[src/rtl/rob_mw_pkg.sv]
// rob_mw_pkg: shared defaults and helpers for the rob_mw reorder buffer.
// Optional exception tracking is enabled by defining NCPU_ROB_EXC_EN.
package rob_mw_pkg;

  // Default geometry: log2 of issue/commit/writeback ports and of entries.
  localparam int DEF_P_ISSUE_WIDTH  = 1;
  localparam int DEF_P_COMMIT_WIDTH = 1;
  localparam int DEF_P_WB_WIDTH     = 1;
  localparam int DEF_P_ROB_DEPTH    = 4;

  // Default payload: EPU/LSU opcode, BPU update, PC, prd_we and PRF address.
  localparam int DEF_PAYLOAD_DW     = 96;
  localparam int DEF_CONFIG_DW      = 64;

  // Smaller of two unsigned quantities; used to clamp the pop request.
  function automatic int unsigned rob_min(input int unsigned a, input int unsigned b);
    return (a < b) ? a : b;
  endfunction

endpackage

[src/rtl/rob_mw_if.sv]
// rob_mw_if: issue, writeback and commit bundle of the rob_mw reorder buffer.
// NCPU_ROB_EXC_EN adds the per-writeback exception bit and per-commit flag.
interface rob_mw_if #(
  parameter int CONFIG_P_ISSUE_WIDTH  = 1,
  parameter int CONFIG_P_COMMIT_WIDTH = 1,
  parameter int CONFIG_P_WB_WIDTH     = 1,
  parameter int CONFIG_P_ROB_DEPTH    = 4,
  parameter int PAYLOAD_DW            = 96,
  parameter int CONFIG_DW             = 64
);
  localparam int IW  = 1 << CONFIG_P_ISSUE_WIDTH;
  localparam int CW  = 1 << CONFIG_P_COMMIT_WIDTH;
  localparam int WBW = 1 << CONFIG_P_WB_WIDTH;
  localparam int P_D = CONFIG_P_ROB_DEPTH;

  logic                            flush;
  logic [CONFIG_P_ISSUE_WIDTH:0]   push_size;
  logic [IW*PAYLOAD_DW-1:0]        push_payload;
  logic                            rob_ready;
  logic [IW*P_D-1:0]               rob_free_id;
  logic [WBW-1:0]                  wb_valid;
  logic [WBW*P_D-1:0]              wb_rob_id;
  logic [WBW*CONFIG_DW-1:0]        wb_data;
  logic [CW-1:0]                   cmt_valid;
  logic [CW*PAYLOAD_DW-1:0]        cmt_payload;
  logic [CW*CONFIG_DW-1:0]         cmt_data;
  logic [CW*P_D-1:0]               cmt_rob_id;
  logic [CONFIG_P_COMMIT_WIDTH:0]  cmt_pop_size;
  logic [P_D:0]                    rob_count;
  logic                            rob_empty;
`ifdef NCPU_ROB_EXC_EN
  logic [WBW-1:0]                  wb_exc;
  logic [CW-1:0]                   cmt_exc;
`endif

  // Pipeline side: drives issue/writeback/pop, observes the buffer.
  modport master (
    output flush, push_size, push_payload, wb_valid, wb_rob_id, wb_data, cmt_pop_size,
`ifdef NCPU_ROB_EXC_EN
    output wb_exc, input cmt_exc,
`endif
    input  rob_ready, rob_free_id, cmt_valid, cmt_payload, cmt_data, cmt_rob_id,
           rob_count, rob_empty
  );

  // Buffer side.
  modport slave (
    input  flush, push_size, push_payload, wb_valid, wb_rob_id, wb_data, cmt_pop_size,
`ifdef NCPU_ROB_EXC_EN
    input  wb_exc, output cmt_exc,
`endif
    output rob_ready, rob_free_id, cmt_valid, cmt_payload, cmt_data, cmt_rob_id,
           rob_count, rob_empty
  );

  // Passive observer for protocol checkers.
  modport mon (
    input  flush, push_size, push_payload, wb_valid, wb_rob_id, wb_data, cmt_pop_size,
`ifdef NCPU_ROB_EXC_EN
    input  wb_exc, cmt_exc,
`endif
    input  rob_ready, rob_free_id, cmt_valid, cmt_payload, cmt_data, cmt_rob_id,
           rob_count, rob_empty
  );
endinterface

[src/rtl/rob_mw_cmt_window.sv]
// rob_mw_cmt_window: prefix-contiguous commit window over a circular queue.
// Slot k is valid only if every slot before it is valid; an excepting entry
// may only be presented alone in slot 0. Purely combinational.
module rob_mw_cmt_window #(
  parameter int P_CW = 1,
  parameter int P_D  = 4
) (
  input  logic [P_D:0]              i_count,
  input  logic [P_D-1:0]            i_head,
  input  logic [(1 << P_D)-1:0]     i_rdy,
  input  logic [(1 << P_D)-1:0]     i_exc,
  output logic [(1 << P_CW)-1:0]    o_valid,
  output logic [P_CW:0]             o_vcnt
);
  localparam int CW   = 1 << P_CW;
  localparam int PTRW = P_D + 1;

  logic [P_D-1:0] w_idx;
  logic           w_in;
  logic           w_run;
  logic           w_exc_seen;

  // Walk the window from the head, breaking the prefix at the first gap.
  always_comb begin
    o_valid    = '0;
    o_vcnt     = '0;
    w_idx      = '0;
    w_in       = 1'b0;
    w_run      = 1'b1;
    w_exc_seen = 1'b0;
    for (int k = 0; k < CW; k++) begin
      w_idx      = i_head + P_D'(k);
      w_in       = (PTRW'(k) < i_count) && i_rdy[w_idx] &&
                   !((k != 0) && (i_exc[w_idx] || w_exc_seen));
      w_run      = w_run & w_in;
      o_valid[k] = w_run;
      o_vcnt     = o_vcnt + (P_CW+1)'(w_run);
      w_exc_seen = w_exc_seen | i_exc[w_idx];
    end
  end
endmodule

[src/rtl/rob_mw.sv]
// rob_mw: multi-width reorder buffer on a single circular entry array.
// Wrap-bit head/tail pointers, registered occupancy, multi-port writeback,
// prefix-contiguous commit window. Define NCPU_ROB_EXC_EN for exception stop.
module rob_mw
  import rob_mw_pkg::*;
#(
  parameter int CONFIG_P_ISSUE_WIDTH  = DEF_P_ISSUE_WIDTH,
  parameter int CONFIG_P_COMMIT_WIDTH = DEF_P_COMMIT_WIDTH,
  parameter int CONFIG_P_WB_WIDTH     = DEF_P_WB_WIDTH,
  parameter int CONFIG_P_ROB_DEPTH    = DEF_P_ROB_DEPTH,
  parameter int PAYLOAD_DW            = DEF_PAYLOAD_DW,
  parameter int CONFIG_DW             = DEF_CONFIG_DW
) (
  input logic     clk,
  input logic     rst,
  rob_mw_if.slave io
);
  localparam int IW   = 1 << CONFIG_P_ISSUE_WIDTH;
  localparam int CW   = 1 << CONFIG_P_COMMIT_WIDTH;
  localparam int WBW  = 1 << CONFIG_P_WB_WIDTH;
  localparam int P_D  = CONFIG_P_ROB_DEPTH;
  localparam int D    = 1 << P_D;
  localparam int PTRW = P_D + 1;
  localparam int PIW1 = CONFIG_P_ISSUE_WIDTH + 1;
  localparam int PCW1 = CONFIG_P_COMMIT_WIDTH + 1;

  logic [PTRW-1:0]       r_head;
  logic [PTRW-1:0]       r_tail;
  logic [PTRW-1:0]       r_count;
  logic [D-1:0]          r_rdy;
  logic [D-1:0]          r_occ;
  logic [PAYLOAD_DW-1:0] r_payload [D];
  logic [CONFIG_DW-1:0]  r_data    [D];
`ifdef NCPU_ROB_EXC_EN
  logic [D-1:0]          r_exc;
`endif

  logic                  w_ready;
  logic [PIW1-1:0]       w_push_n;
  logic [PCW1-1:0]       w_pop_n;
  logic [PCW1-1:0]       w_vcnt;
  logic [CW-1:0]         w_valid;
  logic [D-1:0]          w_exc;

  // Exception bits seen by the window; constant zero when the feature is off.
`ifdef NCPU_ROB_EXC_EN
  assign w_exc = r_exc;
`else
  assign w_exc = '0;
`endif

  rob_mw_cmt_window #(
    .P_CW (CONFIG_P_COMMIT_WIDTH),
    .P_D  (P_D)
  ) u_cmt_window (
    .i_count (r_count),
    .i_head  (r_head[P_D-1:0]),
    .i_rdy   (r_rdy),
    .i_exc   (w_exc),
    .o_valid (w_valid),
    .o_vcnt  (w_vcnt)
  );

  // Space check on current occupancy only; effective push and clamped pop.
  always_comb begin
    w_ready  = (r_count <= PTRW'(D - IW));
    w_push_n = w_ready ? io.push_size : '0;
    w_pop_n  = PCW1'(rob_min(32'(io.cmt_pop_size), 32'(w_vcnt)));
  end

  // Status, allocation ids and commit window outputs from registered state.
  always_comb begin
    io.rob_ready   = w_ready;
    io.rob_count   = r_count;
    io.rob_empty   = (r_count == '0);
    io.cmt_valid   = w_valid;
    io.rob_free_id = '0;
    io.cmt_payload = '0;
    io.cmt_data    = '0;
    io.cmt_rob_id  = '0;
`ifdef NCPU_ROB_EXC_EN
    io.cmt_exc     = '0;
`endif
    for (int k = 0; k < IW; k++) begin
      io.rob_free_id[k*P_D +: P_D] = r_tail[P_D-1:0] + P_D'(k);
    end
    for (int k = 0; k < CW; k++) begin
      io.cmt_rob_id[k*P_D +: P_D]             = r_head[P_D-1:0] + P_D'(k);
      io.cmt_payload[k*PAYLOAD_DW +: PAYLOAD_DW] = r_payload[r_head[P_D-1:0] + P_D'(k)];
      io.cmt_data[k*CONFIG_DW +: CONFIG_DW]   = r_data[r_head[P_D-1:0] + P_D'(k)];
`ifdef NCPU_ROB_EXC_EN
      io.cmt_exc[k] = w_valid[k] & r_exc[r_head[P_D-1:0] + P_D'(k)];
`endif
    end
  end

  // Pointers, occupancy and per-entry status; flush acts exactly like reset.
  always_ff @(posedge clk) begin
    if (!rst || io.flush) begin
      r_head  <= '0;
      r_tail  <= '0;
      r_count <= '0;
      r_rdy   <= '0;
      r_occ   <= '0;
`ifdef NCPU_ROB_EXC_EN
      r_exc   <= '0;
`endif
    end else begin
      r_head  <= r_head + PTRW'(w_pop_n);
      r_tail  <= r_tail + PTRW'(w_push_n);
      r_count <= r_count + PTRW'(w_push_n) - PTRW'(w_pop_n);
      for (int k = 0; k < IW; k++) begin
        if (PIW1'(k) < w_push_n) begin
          r_rdy[r_tail[P_D-1:0] + P_D'(k)] <= 1'b0;
          r_occ[r_tail[P_D-1:0] + P_D'(k)] <= 1'b1;
`ifdef NCPU_ROB_EXC_EN
          r_exc[r_tail[P_D-1:0] + P_D'(k)] <= 1'b0;
`endif
        end
      end
      for (int p = 0; p < WBW; p++) begin
        if (io.wb_valid[p] && r_occ[io.wb_rob_id[p*P_D +: P_D]]) begin
          r_rdy[io.wb_rob_id[p*P_D +: P_D]] <= 1'b1;
`ifdef NCPU_ROB_EXC_EN
          r_exc[io.wb_rob_id[p*P_D +: P_D]] <= io.wb_exc[p];
`endif
        end
      end
      for (int k = 0; k < CW; k++) begin
        if (PCW1'(k) < w_pop_n) begin
          r_rdy[r_head[P_D-1:0] + P_D'(k)] <= 1'b0;
          r_occ[r_head[P_D-1:0] + P_D'(k)] <= 1'b0;
        end
      end
    end
  end

  // Payload and result storage; contents are only meaningful while occupied.
  always_ff @(posedge clk) begin
    if (rst && !io.flush) begin
      for (int k = 0; k < IW; k++) begin
        if (PIW1'(k) < w_push_n) begin
          r_payload[r_tail[P_D-1:0] + P_D'(k)] <= io.push_payload[k*PAYLOAD_DW +: PAYLOAD_DW];
        end
      end
      for (int p = 0; p < WBW; p++) begin
        if (io.wb_valid[p] && r_occ[io.wb_rob_id[p*P_D +: P_D]]) begin
          r_data[io.wb_rob_id[p*P_D +: P_D]] <= io.wb_data[p*CONFIG_DW +: CONFIG_DW];
        end
      end
    end
  end
endmodule

[src/flat_wrapper.sv]
// flat-port wrapper written by rule: the top's interface ports become plain ports
module rob_mw_flat import rob_mw_pkg::*;
#(
  parameter int CONFIG_P_ISSUE_WIDTH  = DEF_P_ISSUE_WIDTH,
  parameter int CONFIG_P_COMMIT_WIDTH = DEF_P_COMMIT_WIDTH,
  parameter int CONFIG_P_WB_WIDTH     = DEF_P_WB_WIDTH,
  parameter int CONFIG_P_ROB_DEPTH    = DEF_P_ROB_DEPTH,
  parameter int PAYLOAD_DW            = DEF_PAYLOAD_DW,
  parameter int CONFIG_DW             = DEF_CONFIG_DW
)
  (clk, rst, io_flush, io_push_size, io_push_payload, io_wb_valid, io_wb_rob_id, io_wb_data, io_cmt_pop_size, io_rob_ready, io_rob_free_id, io_cmt_valid, io_cmt_payload, io_cmt_data, io_cmt_rob_id, io_rob_count, io_rob_empty);
  rob_mw_if #(.CONFIG_P_ISSUE_WIDTH(CONFIG_P_ISSUE_WIDTH), .CONFIG_P_COMMIT_WIDTH(CONFIG_P_COMMIT_WIDTH), .CONFIG_P_WB_WIDTH(CONFIG_P_WB_WIDTH), .CONFIG_P_ROB_DEPTH(CONFIG_P_ROB_DEPTH), .PAYLOAD_DW(PAYLOAD_DW), .CONFIG_DW(CONFIG_DW)) io_i ();
  input logic clk;
  input logic rst;
  input wire logic [$bits(io_i.flush)-1:0] io_flush;
  input wire logic [$bits(io_i.push_size)-1:0] io_push_size;
  input wire logic [$bits(io_i.push_payload)-1:0] io_push_payload;
  input wire logic [$bits(io_i.wb_valid)-1:0] io_wb_valid;
  input wire logic [$bits(io_i.wb_rob_id)-1:0] io_wb_rob_id;
  input wire logic [$bits(io_i.wb_data)-1:0] io_wb_data;
  input wire logic [$bits(io_i.cmt_pop_size)-1:0] io_cmt_pop_size;
  output wire logic [$bits(io_i.rob_ready)-1:0] io_rob_ready;
  output wire logic [$bits(io_i.rob_free_id)-1:0] io_rob_free_id;
  output wire logic [$bits(io_i.cmt_valid)-1:0] io_cmt_valid;
  output wire logic [$bits(io_i.cmt_payload)-1:0] io_cmt_payload;
  output wire logic [$bits(io_i.cmt_data)-1:0] io_cmt_data;
  output wire logic [$bits(io_i.cmt_rob_id)-1:0] io_cmt_rob_id;
  output wire logic [$bits(io_i.rob_count)-1:0] io_rob_count;
  output wire logic [$bits(io_i.rob_empty)-1:0] io_rob_empty;
  assign io_i.flush = io_flush;
  assign io_i.push_size = io_push_size;
  assign io_i.push_payload = io_push_payload;
  assign io_i.wb_valid = io_wb_valid;
  assign io_i.wb_rob_id = io_wb_rob_id;
  assign io_i.wb_data = io_wb_data;
  assign io_i.cmt_pop_size = io_cmt_pop_size;
  assign io_rob_ready = io_i.rob_ready;
  assign io_rob_free_id = io_i.rob_free_id;
  assign io_cmt_valid = io_i.cmt_valid;
  assign io_cmt_payload = io_i.cmt_payload;
  assign io_cmt_data = io_i.cmt_data;
  assign io_cmt_rob_id = io_i.cmt_rob_id;
  assign io_rob_count = io_i.rob_count;
  assign io_rob_empty = io_i.rob_empty;
  rob_mw #(.CONFIG_P_ISSUE_WIDTH(CONFIG_P_ISSUE_WIDTH), .CONFIG_P_COMMIT_WIDTH(CONFIG_P_COMMIT_WIDTH), .CONFIG_P_WB_WIDTH(CONFIG_P_WB_WIDTH), .CONFIG_P_ROB_DEPTH(CONFIG_P_ROB_DEPTH), .PAYLOAD_DW(PAYLOAD_DW), .CONFIG_DW(CONFIG_DW)) u_core (.clk(clk), .rst(rst), .io(io_i));
endmodule
[config.mk]
export PLATFORM = sky130hd
export DESIGN_NAME = rob_mw_flat
export DESIGN_NICKNAME = d
export VERILOG_FILES = /design/src/rtl/rob_mw_pkg.sv /design/src/rtl/rob_mw_if.sv /design/src/rtl/rob_mw_cmt_window.sv /design/src/rtl/rob_mw.sv /design/src/flat_wrapper.sv
export SDC_FILE = /design/constraint.sdc
export NUM_CORES = 2
export LEC_CHECK = 0
export CAP_MARGIN = 20
export CORE_MARGIN = 2
export CORE_UTILIZATION = 30
export DETAILED_ROUTE_END_ITERATION = 12
export MAX_ROUTING_LAYER = met4
export PLACE_DENSITY = 0.42
export SLEW_MARGIN = 20
export SYNTH_ARGS = -nofsm -noshare
export SYNTH_HDL_FRONTEND = slang
export SYNTH_HIERARCHICAL = 1
export SYNTH_SLANG_ARGS = --single-unit
[constraint.sdc]
create_clock -name clk -period 10.7 [get_ports clk]
set_clock_uncertainty 0.2 [all_clocks]
set_input_delay 2.14 -clock clk [delete_from_list [all_inputs] [get_ports clk]]
set_output_delay 2.14 -clock clk [all_outputs]
set_load 0.005 [all_outputs]
; After elaboration in Yosys (flattened, before gate mapping)
; Memory sizes are Yosys's and may differ from the RTL's. A register that Yosys moved wholly into a read port is not among the register bits.
; Cells that the tools add are included.
; Widths: inputs -> output; s select.
[word_totals]
output_inout_bits = 345
in_bits = 337
memories = 4
ff_bits = 47
mem_bits_ro = 32
word_cells = 126
mem_bits_rw = 2560
[mem_list]
columns = memory, words, width, rd, rd_clocked_by_memory_dff, write_ports, line
row1 = u_core.r_payload, 16, 96, 2, 1, 2, rob_mw.sv:32  ; logic [PAYLOAD_DW-1:0] r_payload [D];
row2 = u_core.r_data, 16, 64, 2, 1, 2, rob_mw.sv:33  ; logic [CONFIG_DW-1:0] r_data [D];
row3 = (no name shown), 16, 1, 1, 0, 0, rob_mw_cmt_window.sv:34  ; !((k != 0) && (i_exc[w_idx] || w_exc_seen));
row4 = (no name shown), 16, 1, 1, 1, 0, rob_mw_cmt_window.sv:38  ; w_exc_seen = w_exc_seen | i_exc[w_idx];
[classes]
magnitude_cmp = 20
n_mux = 57
bitwise = 15
reduce_logical = 18
add_sub_neg = 7
[op_table]
columns = op, count
row1 = $mux 16, 18
row2 = $and 16x16->16, 6
row3 = $not 16->16, 4
row4 = $or 16x16->16, 4
row5 = $lt 4x5->1 const B, 6
row6 = $demux 1 s4, 6
row7 = $ge 4x1->1 const B, 6
row8 = $mux 1, 24
row9 = $bmux 1 s4, 4
row10 = $add 5x2->5, 3
row11 = $logic_and 1x1->1, 12
row12 = $mux 4, 3
row13 = $lt 1x5->1 const A, 2
row14 = $add 4x1->4 const B, 2
row15 = $lt 1x2->1 const A, 4
row16 = $le 5x4->1 const B, 1
row17 = $logic_not 5->1, 1
row18 = $sub 5x2->5, 1
row19 = $mux 2, 2
row20 = $logic_not 1->1, 3
row21 = $add 1x1->2, 1
row22 = $logic_or 1x1->1, 2
row23 = $lt 2x2->1, 1
row24 = $and 1x1->1, 1

; Longest topological paths before layout
[depth]
word_depth = 22
ltp_mapped = 21
ltp_nobuf = 18

; Hierarchy
; The synthesis kept the hierarchy.
[by_module_without_submodules]
columns = mod, cells_per_inst, area_each_um2, seq_area_each_um2, instances
row1 = rob_mw, 8136, 150234.1, 77774.6, 1
row2 = rob_mw_cmt_window, 53, 648.1, 0.0, 1

; Worst setup path before layout
; OpenSTA, ideal clock, no wires.
[synth_path]
path_kind = input to register
startpoint = in io_wb_rob_id[3]
endpoint = mem u_core.r_data[2][0], enable pin
path_buffers = 2
t_arrival_ns = 7.864
slack_ns = 2.061
required_ns = 9.926
setup_ns = 0.574
stages = 7
path_cell_list = clkbuf_1 > mux2i_1 > a22oi_1 > and3_1 > clkbuf_1 > nand3_1 > o21ai_0
[synth_rtl]
columns = item, line
row1 = start: declaration, flat_wrapper.sv:19  ; input wire logic [$bits(io_i.wb_rob_id)-1:0] io_wb_rob_id;
row2 = end: declaration, rob_mw.sv:33

; Final worst setup path
[layout_path]
startpoint = reg u_core.r_head[0]
endpoint = out io_cmt_data[116]
[layout_between]
elab_chain_len = 2
[layout_rtl]
columns = item, line
row1 = start: declaration, rob_mw.sv:27  ; logic [PTRW-1:0] r_head;
row2 = start signal: assignment, rob_mw.sv:109  ; r_head <= r_head + PTRW'(w_pop_n);
row3 = $add 4x1->4, rob_mw.sv:90  ; io.cmt_data[k*CONFIG_DW +: CONFIG_DW] = r_data[r_head[P_D-1:0] + P_D'(k)];
row4 = $mem_v2 16x64, -
row5 = end: declaration, flat_wrapper.sv:26  ; output wire logic [$bits(io_i.cmt_data)-1:0] io_cmt_data;
; Every way passes these cells.

==> key figures <==
Pwr
  – Power Dens Cells: 142 nW/um^2
  – Sw Ratio: 0.239
  – Leak: ~53 nW
  – Worst vdd ir: about 0.12 mV
  – Power share of the combinational group: 0.088
  – Clock power share: 0.454
  – P_int: around 19 mW
  – Net load switching power: 5.94 mW
  – Sequential Power Share: 0.459

Job
  – Max_cap viols: 0

Logic synthesis
  – Mux share of post-synthesis cell area: 0.435
  – Primary FF master, synth: edfxtp_1
  – Sequential-to-total area share from yosys stat: 0.515
  – Post-synth ARST share: 0
  – Cell Area, Synth: roughly 150,000 sq um
  – Area share of fa/ha/maj cells after synthesis: 0.00294
  – Ys Warns: 6
  – Simple-gate area share of the yosys netlist: 0.00779
  – Synth cell types: a little over 80
  – Syn Inst Count: between 8,000 and 9,000
  – Combinational family with the most area after synthesis: multiplexers
  – Xor-xnor portion of the synthesized cell area: 0.000639
  – Yosys reg bits: between 2,000 and 3,000
  – Synth Area in Compound Gates: 0.00712
  – Number of flops mapped to enable cells by yosys: 2,560
  – Mean Syn Cell Area: around 18 sq um

STA
  – Worst setup margin: about 2600 ps
  – Least-Margin Pin Slew: approximately 1200 ps
  – RSZ-0062 raised after global routing: false
  – Crit share post-route: 0.760
  – Max frequency: ~0.12 GHz
  – Relative slew slack: 0.208
  – Setup TNS: 0 ps
  – Fin crit period: between 8000 and 9000 ps
  – Final Hold Fails: 0
  – Fin. max-slew vios: 0
  – # setup viols final: 0

GRT
  – Antenna violations before repair: around 150
  – Largest net degree at the start of global routing: around 120
  – First-pass GRT wire length: ~820,000 um
  – Number of global-route vias before repair: between 90,000 and 100k
  – GR Util All Layers: 0.238
  – Total gr overflow: 0

Placed design
  – Post-detail-place hpwl: roughly 330,000 um
  – Placed cells: about 15,000
  – Post-Place Cell Area: around 160,000 sq um
  – Final Wtd Congestion: just under 0.8
  – IO Port Bufs: about 680
  – Place WS: 3470 ps

Worst hold path
  – Hold Crit Class: reg2reg
  – Hold path start: u_core/r_rdy[7]
  – Hold Crit Depth: 2
  – Hold worst-path end: u_core/r_rdy[7]

Critical path
  – Critical Path Sink Type: output pin
  – Slowest-stage cell, CP: ha_4
  – Kind of critical path: reg2out
  – Arr. time, crit path: approximately 5800 ps
  – Crit-path cells: inv_1 > ha_4 > buf_12 > mux4_2 > mux4_2 > clkdlybuf4s50_1
  – Reg-to-reg startpoint: u_core/r_tail[1]
  – Worst-path maximum fanout: 110
  – WP data required: 8360 ps
  – R2R Setup Slk: ~4700 ps
  – Worst-case reg-to-reg path depth: 8
  – CP dominant cell by count: mux4_2
  – Reg-to-Reg End: u_core/r_payload[3][95]
  – Slowest stage delay, CP: between 1000 and 1500 ps
  – Worst Setup Start Kind: flop

Final layout
  – Most frequent cells in the layout: 2,560 x edfxtp_1, 2,311 x mux2_2, 1,603 x mux4_2
  – Final #Nets: between 8,000 and 9,000
  – Post-route cell area: around 180,000 sq um
  – Synth-to-layout area growth: 16.1%
  – Share of post-route cells with drive strength above 1: 0.541
  – Non-Filler Instances: about 16,000
  – Post-layout util: 0.349
  – Commonest non-fill, non-tap cell in the layout: edfxtp_1

Clocking
  – Clock tree from TritonCTS: done
  – Cts bufs inserted: approximately 340
  – # hold bufs at CTS: 0
  – Clock Sinks: roughly 2,600
  – Clock root buffer: clkbuf_16
  – Max Root-Sink Buffers: 4
  – Postcts setup bufs: 0
  – CTS clk-pin slew, worst paths: approximately 60 ps
  – Worst skew pair latency: between 900 and 1000 ps
  – H-tree Lvls: 5
  – # resized after CTS: 0

Drt
  – Final wirelength: between 600,000 and 700,000 um
  – Vias: 88,800
  – Via density: ~5.7
  – Routed len/inst: slightly below 40 um
  – Initial DRT Pass Iterations: 5
  – Iter 0 DRT Violations: 7,823
  – Final ANT Viol Nets: 0
  – DRC: 0

Run status
  – Status: complete, no violations

Floorplan
  – Die extent in x: about 710 um
  – Initial Util: 0.301
  – Die height: 713 um
  – Core ar.: between 500,000 and 600,000 sq um
  – Die Area: 509,000 sq um
  – Site row count: 260
  – Ports: ~680
-- synthesized netlist by cell type (all sizes together) (5+ instances only) --
master  instances  area share
a21oi          35      0.0012
nor2b           6     0.00025
nor3           14     0.00085
nand2b          5     0.00021
a32oi          24      0.0014
a221o          14     0.00093
ha             29      0.0024
clkbuf        564       0.014
buf           412       0.016
mux4         1615        0.24
xnor2           8     0.00046
a221oi          5     0.00041
nand3          21     0.00088
o21ai          10     0.00033
dfxtp          45      0.0060
mux2i          13     0.00089
a21boi          5     0.00025
and2           20     0.00084
a211oi          6     0.00030
o211ai         10     0.00050
nor2           50      0.0018
nand2          37     0.00092
or2b           16     0.00088
mux2         2566        0.19
inv            36     0.00090
and3            5     0.00022
edfxtp       2560        0.51
-- power groups by stage --
stage | clock, mW | sequential [mW] | combinational [mW]
2_1_floorplan | 0 | 11.6 | 1.26
3_3_place_gp | 0 | 11.6 | 2.16
3_5_place_dp | 0 | 11.6 | 2.19
4_1_cts | 11.6 | 11.4 | 2.20
5_1_grt | 11.9 | 11.4 | 2.32
6_report | 11.3 | 11.4 | 2.18
-- layout make-up --
cell class | instances | area [sq um]
fill | 47000 | 326000
sequential | 2605 | 77800
multi-input combinational | 4601 | 69100
clock buffer | 437 | 9090
timing repair buffer | 875 | 8850
tap | 6681 | 8360
clock inverter | 180 | 1570
antenna | 89 | 223
inverter | 38 | 150
-- layer usage --
layer,track usage,wire (um),up-vias,share of wire
li1,-,-,35300,-
met3,0.0444,37500,847,0.062
met5,-,0,-,0
met2,0.392,297000,3127,0.49
met1,0.302,250000,49600,0.41
met4,0.0646,17100,0,0.028
-- per-stage QoR --
step / hold slack [ps] / total power [mW]
after CTS: 270 / 25.2
after global routing: 292 / 25.7
after floorplan: 231 / 12.8
after global placement: 265 / 13.8
after detailed placement: 261 / 13.8
final: 264 / 24.8
-- sequential cells by signal, summed over array words and instances, names as in the netlist --
register	count
u_core/r_payload	1536
u_core/r_data	1024
u_core/r_occ	16
u_core/io.rob_count	5
u_core/r_rdy	16
u_core/r_head	4
u_core/r_tail	4
-- how the worst max path moves through the flow --
stage	start	to	slack, ps	cells past startpoint
after global routing	u_core/r_head[0]	io_cmt_data[116]	2240	6
after global placement	u_core/r_head[0]	io_cmt_data[116]	3500	6
after CTS	u_core/r_head[0]	io_cmt_data[116]	2350	6
after detailed placement	u_core/r_head[0]	io_cmt_data[116]	3470	6
final	u_core/r_head[0]	io_cmt_data[116]	2560	6
after floorplan	io_wb_rob_id[3]	u_core/r_data[2][0]	2060	7
-- critical path, delay by kind of cell (launching register included) --
| kind | cells | cell delay [ps] |
|---|---|---|
| flops | 1 | 830 |
| mux | 2 | 1210 |
| buf+inv | 3 | 1410 |
| fa+ha+maj | 1 | 1080 |
-- kinds of logic after synthesis --
logic type	after synthesis
AO/OA/AOI/OAI	141
XOR/XNOR	11
adder cells (fa/ha/maj)	33
buffers and inverters	1014
flip-flops	2605
multiplexers	4194
other	1
AND/OR/NAND/NOR	190
Note: power is estimated with default switching activity, not from simulation.
